===== src/rtl/dm_port_arbiter_pkg.sv =====
// Shared types and constants for the data-memory port arbiter and its
// alignment checker.
package dm_port_arbiter_pkg;

    localparam int unsigned ADDR_W = 32;
    localparam int unsigned DATA_W = 32;
    localparam int unsigned PC_W   = 32;
    localparam int unsigned N_REQ  = 2;

    typedef enum logic [1:0] {
        TYPE_ILL  = 2'b00,
        TYPE_BYTE = 2'b01,
        TYPE_HALF = 2'b10,
        TYPE_WORD = 2'b11
    } acc_type_e;

    localparam logic REQ_CPU = 1'b0;
    localparam logic REQ_DMA = 1'b1;

    typedef struct packed {
        logic              we;
        acc_type_e         atype;
        logic [ADDR_W-1:0] addr;
        logic [DATA_W-1:0] wdata;
        logic [PC_W-1:0]   pc;
        logic              err;
    } dm_cmd_t;

    // Requester index to one-hot request/response vector.
    function automatic logic [N_REQ-1:0] req_onehot(input logic idx);
        return (idx == REQ_DMA) ? 2'b10 : 2'b01;
    endfunction

endpackage


===== src/rtl/dm_port_arbiter_if.sv =====
// Request/response bundle between the two requesters, the arbiter and the
// data memory. The arbiter uses the slave modport.
interface dm_port_arbiter_if;
    import dm_port_arbiter_pkg::*;

    logic [N_REQ-1:0]        req_valid;
    logic [N_REQ-1:0]        req_ready;
    logic [N_REQ-1:0]        req_we;
    logic [2*N_REQ-1:0]      req_type;
    logic [N_REQ*ADDR_W-1:0] req_addr;
    logic [N_REQ*DATA_W-1:0] req_wdata;
    logic [N_REQ*PC_W-1:0]   req_pc;

    logic [N_REQ-1:0]        resp_valid;
    logic                    resp_err;
    logic [DATA_W-1:0]       resp_rdata;

    logic                    dm_scr;
    logic [1:0]              dm_type;
    logic [ADDR_W-1:0]       dm_addr;
    logic [DATA_W-1:0]       dm_din;
    logic [PC_W-1:0]         dm_pc;
    logic [DATA_W-1:0]       dm_dout;

    modport master (
        output req_valid, req_we, req_type, req_addr, req_wdata, req_pc, dm_dout,
        input  req_ready, resp_valid, resp_err, resp_rdata,
        input  dm_scr, dm_type, dm_addr, dm_din, dm_pc
    );

    modport slave (
        input  req_valid, req_we, req_type, req_addr, req_wdata, req_pc, dm_dout,
        output req_ready, resp_valid, resp_err, resp_rdata,
        output dm_scr, dm_type, dm_addr, dm_din, dm_pc
    );

endinterface


===== src/rtl/dm_align_check.sv =====
// Combinational legality check of an access type against the low address
// bits; shared with the CPU exception logic.
module dm_align_check
    import dm_port_arbiter_pkg::*;
(
    input  acc_type_e  atype_i,
    input  logic [1:0] addr_lo_i,
    output logic       err_c_o
);

    always_comb begin
        err_c_o = 1'b0;
        case (atype_i)
            TYPE_ILL:  err_c_o = 1'b1;
            TYPE_BYTE: err_c_o = 1'b0;
            TYPE_HALF: err_c_o = addr_lo_i[0];
            TYPE_WORD: err_c_o = |addr_lo_i;
            default:   err_c_o = 1'b1;
        endcase
    end

endmodule


===== src/rtl/dm_port_arbiter.sv =====
// CPU/DMA arbiter and one-cycle command sequencer for the data-memory port.
// Define DM_ARB_ROUND_ROBIN_EN for round-robin; default is fixed CPU priority.
module dm_port_arbiter
    import dm_port_arbiter_pkg::*;
(
    input  logic               clk,
    input  logic               reset,
    dm_port_arbiter_if.slave   bus_io
);

    logic             req_any_c;
    logic             win_c;
    logic [N_REQ-1:0] grant_c;

    acc_type_e         sel_type_c;
    logic [ADDR_W-1:0] sel_addr_c;
    logic              sel_err_c;
    dm_cmd_t           cmd_d;

    dm_cmd_t cmd_q;
    logic    owner_q;
    logic    cmd_valid_q;
    logic    active_c;

`ifdef DM_ARB_ROUND_ROBIN_EN
    logic prio_q;
    logic prio_d;

    // Contended grants go to the pointer and hand priority to the loser.
    always_comb begin
        prio_d = prio_q;
        win_c  = REQ_CPU;
        if (&bus_io.req_valid) begin
            win_c  = prio_q;
            prio_d = ~prio_q;
        end else if (bus_io.req_valid[REQ_DMA]) begin
            win_c = REQ_DMA;
        end
    end

    always_ff @(posedge clk) begin
        if (reset) begin
            prio_q <= REQ_CPU;
        end else begin
            prio_q <= prio_d;
        end
    end
`else
    always_comb begin
        win_c = bus_io.req_valid[REQ_CPU] ? REQ_CPU : REQ_DMA;
    end
`endif

    assign req_any_c        = (|bus_io.req_valid) & ~reset;
    assign grant_c          = req_any_c ? req_onehot(win_c) : '0;
    assign bus_io.req_ready = grant_c;

    // Mux the winning requester's fields into the next command.
    always_comb begin
        if (win_c == REQ_DMA) begin
            sel_type_c  = acc_type_e'(bus_io.req_type[3:2]);
            sel_addr_c  = bus_io.req_addr[2*ADDR_W-1:ADDR_W];
            cmd_d.we    = bus_io.req_we[REQ_DMA];
            cmd_d.wdata = bus_io.req_wdata[2*DATA_W-1:DATA_W];
            cmd_d.pc    = bus_io.req_pc[2*PC_W-1:PC_W];
        end else begin
            sel_type_c  = acc_type_e'(bus_io.req_type[1:0]);
            sel_addr_c  = bus_io.req_addr[ADDR_W-1:0];
            cmd_d.we    = bus_io.req_we[REQ_CPU];
            cmd_d.wdata = bus_io.req_wdata[DATA_W-1:0];
            cmd_d.pc    = bus_io.req_pc[PC_W-1:0];
        end
        cmd_d.atype = sel_type_c;
        cmd_d.addr  = sel_addr_c;
        cmd_d.err   = sel_err_c;
    end

    dm_align_check u_align (
        .atype_i   (sel_type_c),
        .addr_lo_i (sel_addr_c[1:0]),
        .err_c_o   (sel_err_c)
    );

    // Command register; fields hold while idle so the memory bus stays quiet.
    always_ff @(posedge clk) begin
        if (reset) begin
            cmd_q       <= '0;
            owner_q     <= REQ_CPU;
            cmd_valid_q <= 1'b0;
        end else begin
            cmd_valid_q <= req_any_c;
            if (req_any_c) begin
                cmd_q   <= cmd_d;
                owner_q <= win_c;
            end
        end
    end

    // Reset in the execute cycle squashes both the store and the response.
    assign active_c = cmd_valid_q & ~reset;

    assign bus_io.dm_scr     = active_c & cmd_q.we & ~cmd_q.err;
    assign bus_io.dm_type    = active_c ? cmd_q.atype : TYPE_ILL;
    assign bus_io.dm_addr    = cmd_q.addr;
    assign bus_io.dm_din     = cmd_q.wdata;
    assign bus_io.dm_pc      = cmd_q.pc;

    assign bus_io.resp_valid = active_c ? req_onehot(owner_q) : '0;
    assign bus_io.resp_err   = active_c & cmd_q.err;
    assign bus_io.resp_rdata = bus_io.dm_dout;

endmodule


===== src/flat_wrapper.sv =====
// flat-port wrapper written by rule: the top's interface ports become plain ports
module dm_port_arbiter_flat import dm_port_arbiter_pkg::*;
  (clk, reset, bus_io_req_valid, bus_io_req_we, bus_io_req_type, bus_io_req_addr, bus_io_req_wdata, bus_io_req_pc, bus_io_dm_dout, bus_io_req_ready, bus_io_resp_valid, bus_io_resp_err, bus_io_resp_rdata, bus_io_dm_scr, bus_io_dm_type, bus_io_dm_addr, bus_io_dm_din, bus_io_dm_pc);
  dm_port_arbiter_if bus_io_i ();
  input  logic clk;
  input  logic reset;
  input wire logic [$bits(bus_io_i.req_valid)-1:0] bus_io_req_valid;
  input wire logic [$bits(bus_io_i.req_we)-1:0] bus_io_req_we;
  input wire logic [$bits(bus_io_i.req_type)-1:0] bus_io_req_type;
  input wire logic [$bits(bus_io_i.req_addr)-1:0] bus_io_req_addr;
  input wire logic [$bits(bus_io_i.req_wdata)-1:0] bus_io_req_wdata;
  input wire logic [$bits(bus_io_i.req_pc)-1:0] bus_io_req_pc;
  input wire logic [$bits(bus_io_i.dm_dout)-1:0] bus_io_dm_dout;
  output wire logic [$bits(bus_io_i.req_ready)-1:0] bus_io_req_ready;
  output wire logic [$bits(bus_io_i.resp_valid)-1:0] bus_io_resp_valid;
  output wire logic [$bits(bus_io_i.resp_err)-1:0] bus_io_resp_err;
  output wire logic [$bits(bus_io_i.resp_rdata)-1:0] bus_io_resp_rdata;
  output wire logic [$bits(bus_io_i.dm_scr)-1:0] bus_io_dm_scr;
  output wire logic [$bits(bus_io_i.dm_type)-1:0] bus_io_dm_type;
  output wire logic [$bits(bus_io_i.dm_addr)-1:0] bus_io_dm_addr;
  output wire logic [$bits(bus_io_i.dm_din)-1:0] bus_io_dm_din;
  output wire logic [$bits(bus_io_i.dm_pc)-1:0] bus_io_dm_pc;
  assign bus_io_i.req_valid = bus_io_req_valid;
  assign bus_io_i.req_we = bus_io_req_we;
  assign bus_io_i.req_type = bus_io_req_type;
  assign bus_io_i.req_addr = bus_io_req_addr;
  assign bus_io_i.req_wdata = bus_io_req_wdata;
  assign bus_io_i.req_pc = bus_io_req_pc;
  assign bus_io_i.dm_dout = bus_io_dm_dout;
  assign bus_io_req_ready = bus_io_i.req_ready;
  assign bus_io_resp_valid = bus_io_i.resp_valid;
  assign bus_io_resp_err = bus_io_i.resp_err;
  assign bus_io_resp_rdata = bus_io_i.resp_rdata;
  assign bus_io_dm_scr = bus_io_i.dm_scr;
  assign bus_io_dm_type = bus_io_i.dm_type;
  assign bus_io_dm_addr = bus_io_i.dm_addr;
  assign bus_io_dm_din = bus_io_i.dm_din;
  assign bus_io_dm_pc = bus_io_i.dm_pc;
  dm_port_arbiter u_core (.clk(clk), .reset(reset), .bus_io(bus_io_i));
endmodule

===== config.mk =====
export PLATFORM = sky130hd
export DESIGN_NAME = dm_port_arbiter_flat
export DESIGN_NICKNAME = d
export VERILOG_FILES = /design/src/rtl/dm_port_arbiter_pkg.sv /design/src/rtl/dm_port_arbiter_if.sv /design/src/rtl/dm_align_check.sv /design/src/rtl/dm_port_arbiter.sv /design/src/flat_wrapper.sv
export SDC_FILE = /design/constraint.sdc
export NUM_CORES = 1
export LEC_CHECK = 0
export ABC_AREA = 1
export CAP_MARGIN = 20
export CORE_ASPECT_RATIO = 1.1
export CORE_MARGIN = 3
export CORE_UTILIZATION = 25
export CTS_CLUSTER_DIAMETER = 60
export DETAILED_ROUTE_END_ITERATION = 16
export SKIP_CTS_REPAIR_TIMING = 1
export SYNTH_ARGS = -nofsm -noshare
export SYNTH_HDL_FRONTEND = slang
export SYNTH_SLANG_ARGS = --single-unit

===== constraint.sdc =====
create_clock -name clk -period 2.5 [get_ports clk]
set_clock_uncertainty 0.05 [all_clocks]
set_input_delay 0.25 -clock clk [delete_from_list [all_inputs] [get_ports clk]]
set_output_delay 0.25 -clock clk [all_outputs]
set_load 0.01 [all_outputs]

==> flow_metrics.py <==
metrics = {
    "clock_network": {
        "cts_tree": "built",
        "cts-root-buf": "clkbuf_16",
        "clk_pin_slew_ns": 0.07,
        "htreeDepth": 3,
        "clk_latency_ns": 0.34,
        "clk_path_buf_depth": 2,
        "clkSinkCount": 102,
        "cts_buffers": 9,
    },
    "routing": {
        "first_pass_iters": 4,
        "vias": 4856,
        "first_iter_violations": 236,
        "drc": 0,
        "wl_per_cell_microns": 15.72,
        "viasPerCell": 4.367,
        "ant_nets": 0,
        "drt_wl_total_mm": 17.48,
    },
    "floorplanning": {
        "ios": 370,
        "core_sq_mm": 0.02000,
        "initial_core_util_pct": 25.73,
        "row_count": 54,
        "die_h_microns": 156.5,
        "dieWidth_microns": 142.8,
        "die_area_sq_mm": 0.02234,
    },
    "timing": {
        "setup_viol": 0,
        "finalHoldViolations": 0,
        "tns_ns": 0,
        "final-max-slew-violation-count": 0,
        "post-route-min-period_ns": 1.955,
        "rsz0062_at_grt": "no",
        "fmax_ghz": 0.5115,
        "hold_ws_ns": 0.1781,
        "period_share_pct": 78.21,
        "tightest_slew_ns": 0.6375,
        "slew_headroom_pct": 57.50,
    },
    "placed_design": {
        "hpwl_mm": 12.56,
        "port_buffers": 305,
        "gp_congestion": 0.7574,
    },
    "global_routing": {
        "grt_pass1_wl_mm": 25.50,
        "grtUsageTotal_pct": 14.66,
        "grt_overflow": 0,
        "grt_max_degree": 100,
        "antenna_found_initial": 0,
        "grt_pass1_vias": 4474,
    },
    "pwr": {
        "p_int_w": 0.003015,
        "power.leakage_nw": 2.846,
        "p_switching_w": 0.001070,
        "p_clk_share_pct": 33.2,
        "switching_share_pct": 26.19,
        "p_per_area_mw_per_mm2": 530.9,
        "seq_power_share_pct": 44.1,
        "vdd_ir_drop_max_mv": 0.2620,
        "combinationalPowerShare_pct": 22.6,
    },
    "setup_path": {
        "path_class": "input port to output pin",
        "startpoint": "bus_io_req_valid[1]",
        "reg2reg_from": "u_core.bus_io.dm_pc[4]",
        "critPathMaxStageDelay_ns": 0.61,
        "worstPathCellList": "clkdlybuf4s50_1, inv_1, nor2_8, clkdlybuf4s50_1",
        "path_buf_inv": 3,
        "crit_family": "buffers and inverters",
        "critPathCaptureType": "output pin",
        "worstSetupStartpointType": "input port",
        "cp_common_cell": "clkdlybuf4s50_1",
        "worst_ep_arrival_time_ns": 1.66,
        "cp.required_ns": 2.20,
        "cp_max_fo": 3,
        "cp_slowest_cell": "clkdlybuf4s50_1",
    },
    "synthesis": {
        "synth_common_cells": "nand2_1, buf_4, dfxtp_1, a31oi_1, buf_2",
        "synth.most_common_cell": "nand2_1",
        "yosysWarnings": 0,
        "synth_ff_type": "dfxtp_1",
        "synth_top_cell_by_area": "dfxtp_1",
        "netlist_area_sq_mm": 0.005145,
        "syn_inst": 703,
        "synthDistinctLibCells": 14,
        "ys_seq_area_share_pct": 39.69,
        "ys_seq_elements": 102,
        "syn_nets": 937,
        "syn_area_per_cell_sq_um": 7.319,
        "synth-edff-count": 0,
        "synth_top_area_share_pct": 39.69,
        "async_flop_share_pct": 0,
        "netlist_top_cells_area": "dfxtp_1, nand2_1, buf_4",
    },
    "run": {
        "maxCapViolations": 0,
    },
    "hold_path": {
        "hold_class": "input port to flip-flop",
        "hold_start": "reset",
    },
    "layout": {
        "drive_above_1_share_pct": 3.256,
        "layout.nets": 1089,
        "diodes": 0,
        "syn2layout_area_growth_pct": 49.56,
    },
    "status": {
        "outcome": "completed",
    },
}
power by group through the flow:
stage	clock, W	sequential, W	combinational [W]
6_report	0.00136	0.00180	0.000924
5_1_grt	0.00147	0.00182	0.000999
4_1_cts	0.00142	0.00180	0.000938
3_5_place_dp	0	0.00184	0.000936
3_3_place_gp	0	0.00184	0.000932
2_1_floorplan	0	0.00182	0.000525
through the flow:
| stage | instance area [sq um] | instances | worst slack (ns) | total power [W] | util, % |
|---|---|---|---|---|---|
| final | 7695 | 1112 | 0.5448 | 0.004085 | 38.48 |
| after global routing | 7695 | 1112 | 0.4821 | 0.004282 | 38.48 |
| after global placement | 7416 | 1096 | 0.5007 | 0.002769 | 37.08 |
| after CTS | 7695 | 1112 | 0.5025 | 0.004157 | 38.48 |
| after detailed placement | 7416 | 1096 | 0.5053 | 0.002774 | 37.08 |
| after floorplan | 5145 | 703 | 1.296 | 0.002348 | - |
cell families (layout without fill, tap and decap cells):
family                 count (synthesis)  in the layout  share of synthesized area [%]
DFF                                  102            102                          39.69
buffers and inverters                180            337                          23.91
and+or+nand+nor                      315            315                          23.74
AOI/OAI and AO/OA                    106            106                          12.67
final timing paths:
| kind | end | slack [ns] | cells after the start |
|---|---|---|---|
| worst max register to register | u_core.bus_io.dm_pc[4] | 1.77 | 2 |
| worst min-delay path | u_core.bus_io.dm_addr[0] | 0.18 | 4 |
| worst max-delay path | bus_io_req_ready[1] | 0.54 | 4 |
| worst min register to register | u_core.cmd_q[97] | 0.41 | 2 |
area by class of cell:
| type | count | area, sq um |
|---|---|---|
| well taps | 252 | 315.3 |
| fillers | 2052 | 12300 |
| clock buffers | 12 | 246.5 |
| clock inverters | 4 | 32.53 |
| multi-input cells | 421 | 1873 |
| inverters | 10 | 42.54 |
| repair buffers | 311 | 3143 |
| flip-flops and latches | 102 | 2042 |
worst reg2reg max path, cell delays in order, from the launching register on:
cell     delay (ns)
dfxtp_1        0.39
nand2_1        0.08
a31oi_1        0.15
sequential cells by signal, indices dropped and copies added, names as in the netlist:
| register | flops |
|---|---|
| u_core.bus_io.dm_addr | 32 |
| u_core.owner_q | 1 |
| u_core.cmd_q | 4 |
| u_core.bus_io.dm_din | 32 |
| u_core.bus_io.dm_pc | 32 |
| u_core.cmd_valid_q | 1 |
layer usage:
| layer | GRT usage (%) | vias to the layer above | wire length [microns] |
|---|---|---|---|
| met4 | 7.877 | 0 | 701 |
| met1 | 17.00 | 2179 | 6968 |
| met2 | 25.47 | 177 | 8785 |
| met5 | 0 | - | 0 |
| li1 | - | 2448 | - |
| met3 | 2.689 | 52 | 1025 |
cells in the final DEF (no fill, tap or decap):
master	count
nand2_4	3
clkinvlp_4	2
clkbuf_8	1
nor2_1	8
inv_1	8
buf_12	4
nor2_8	1
inv_4	2
o21ai_0	4
clkbuf_16	9
dfxtp_1	102
clkbuf_1	2
clkinv_4	2
nand2_1	303
buf_4	4
clkdlybuf4s50_1	303
a31oi_1	97
a21oi_1	5
(Power assumes the default switching activity.)
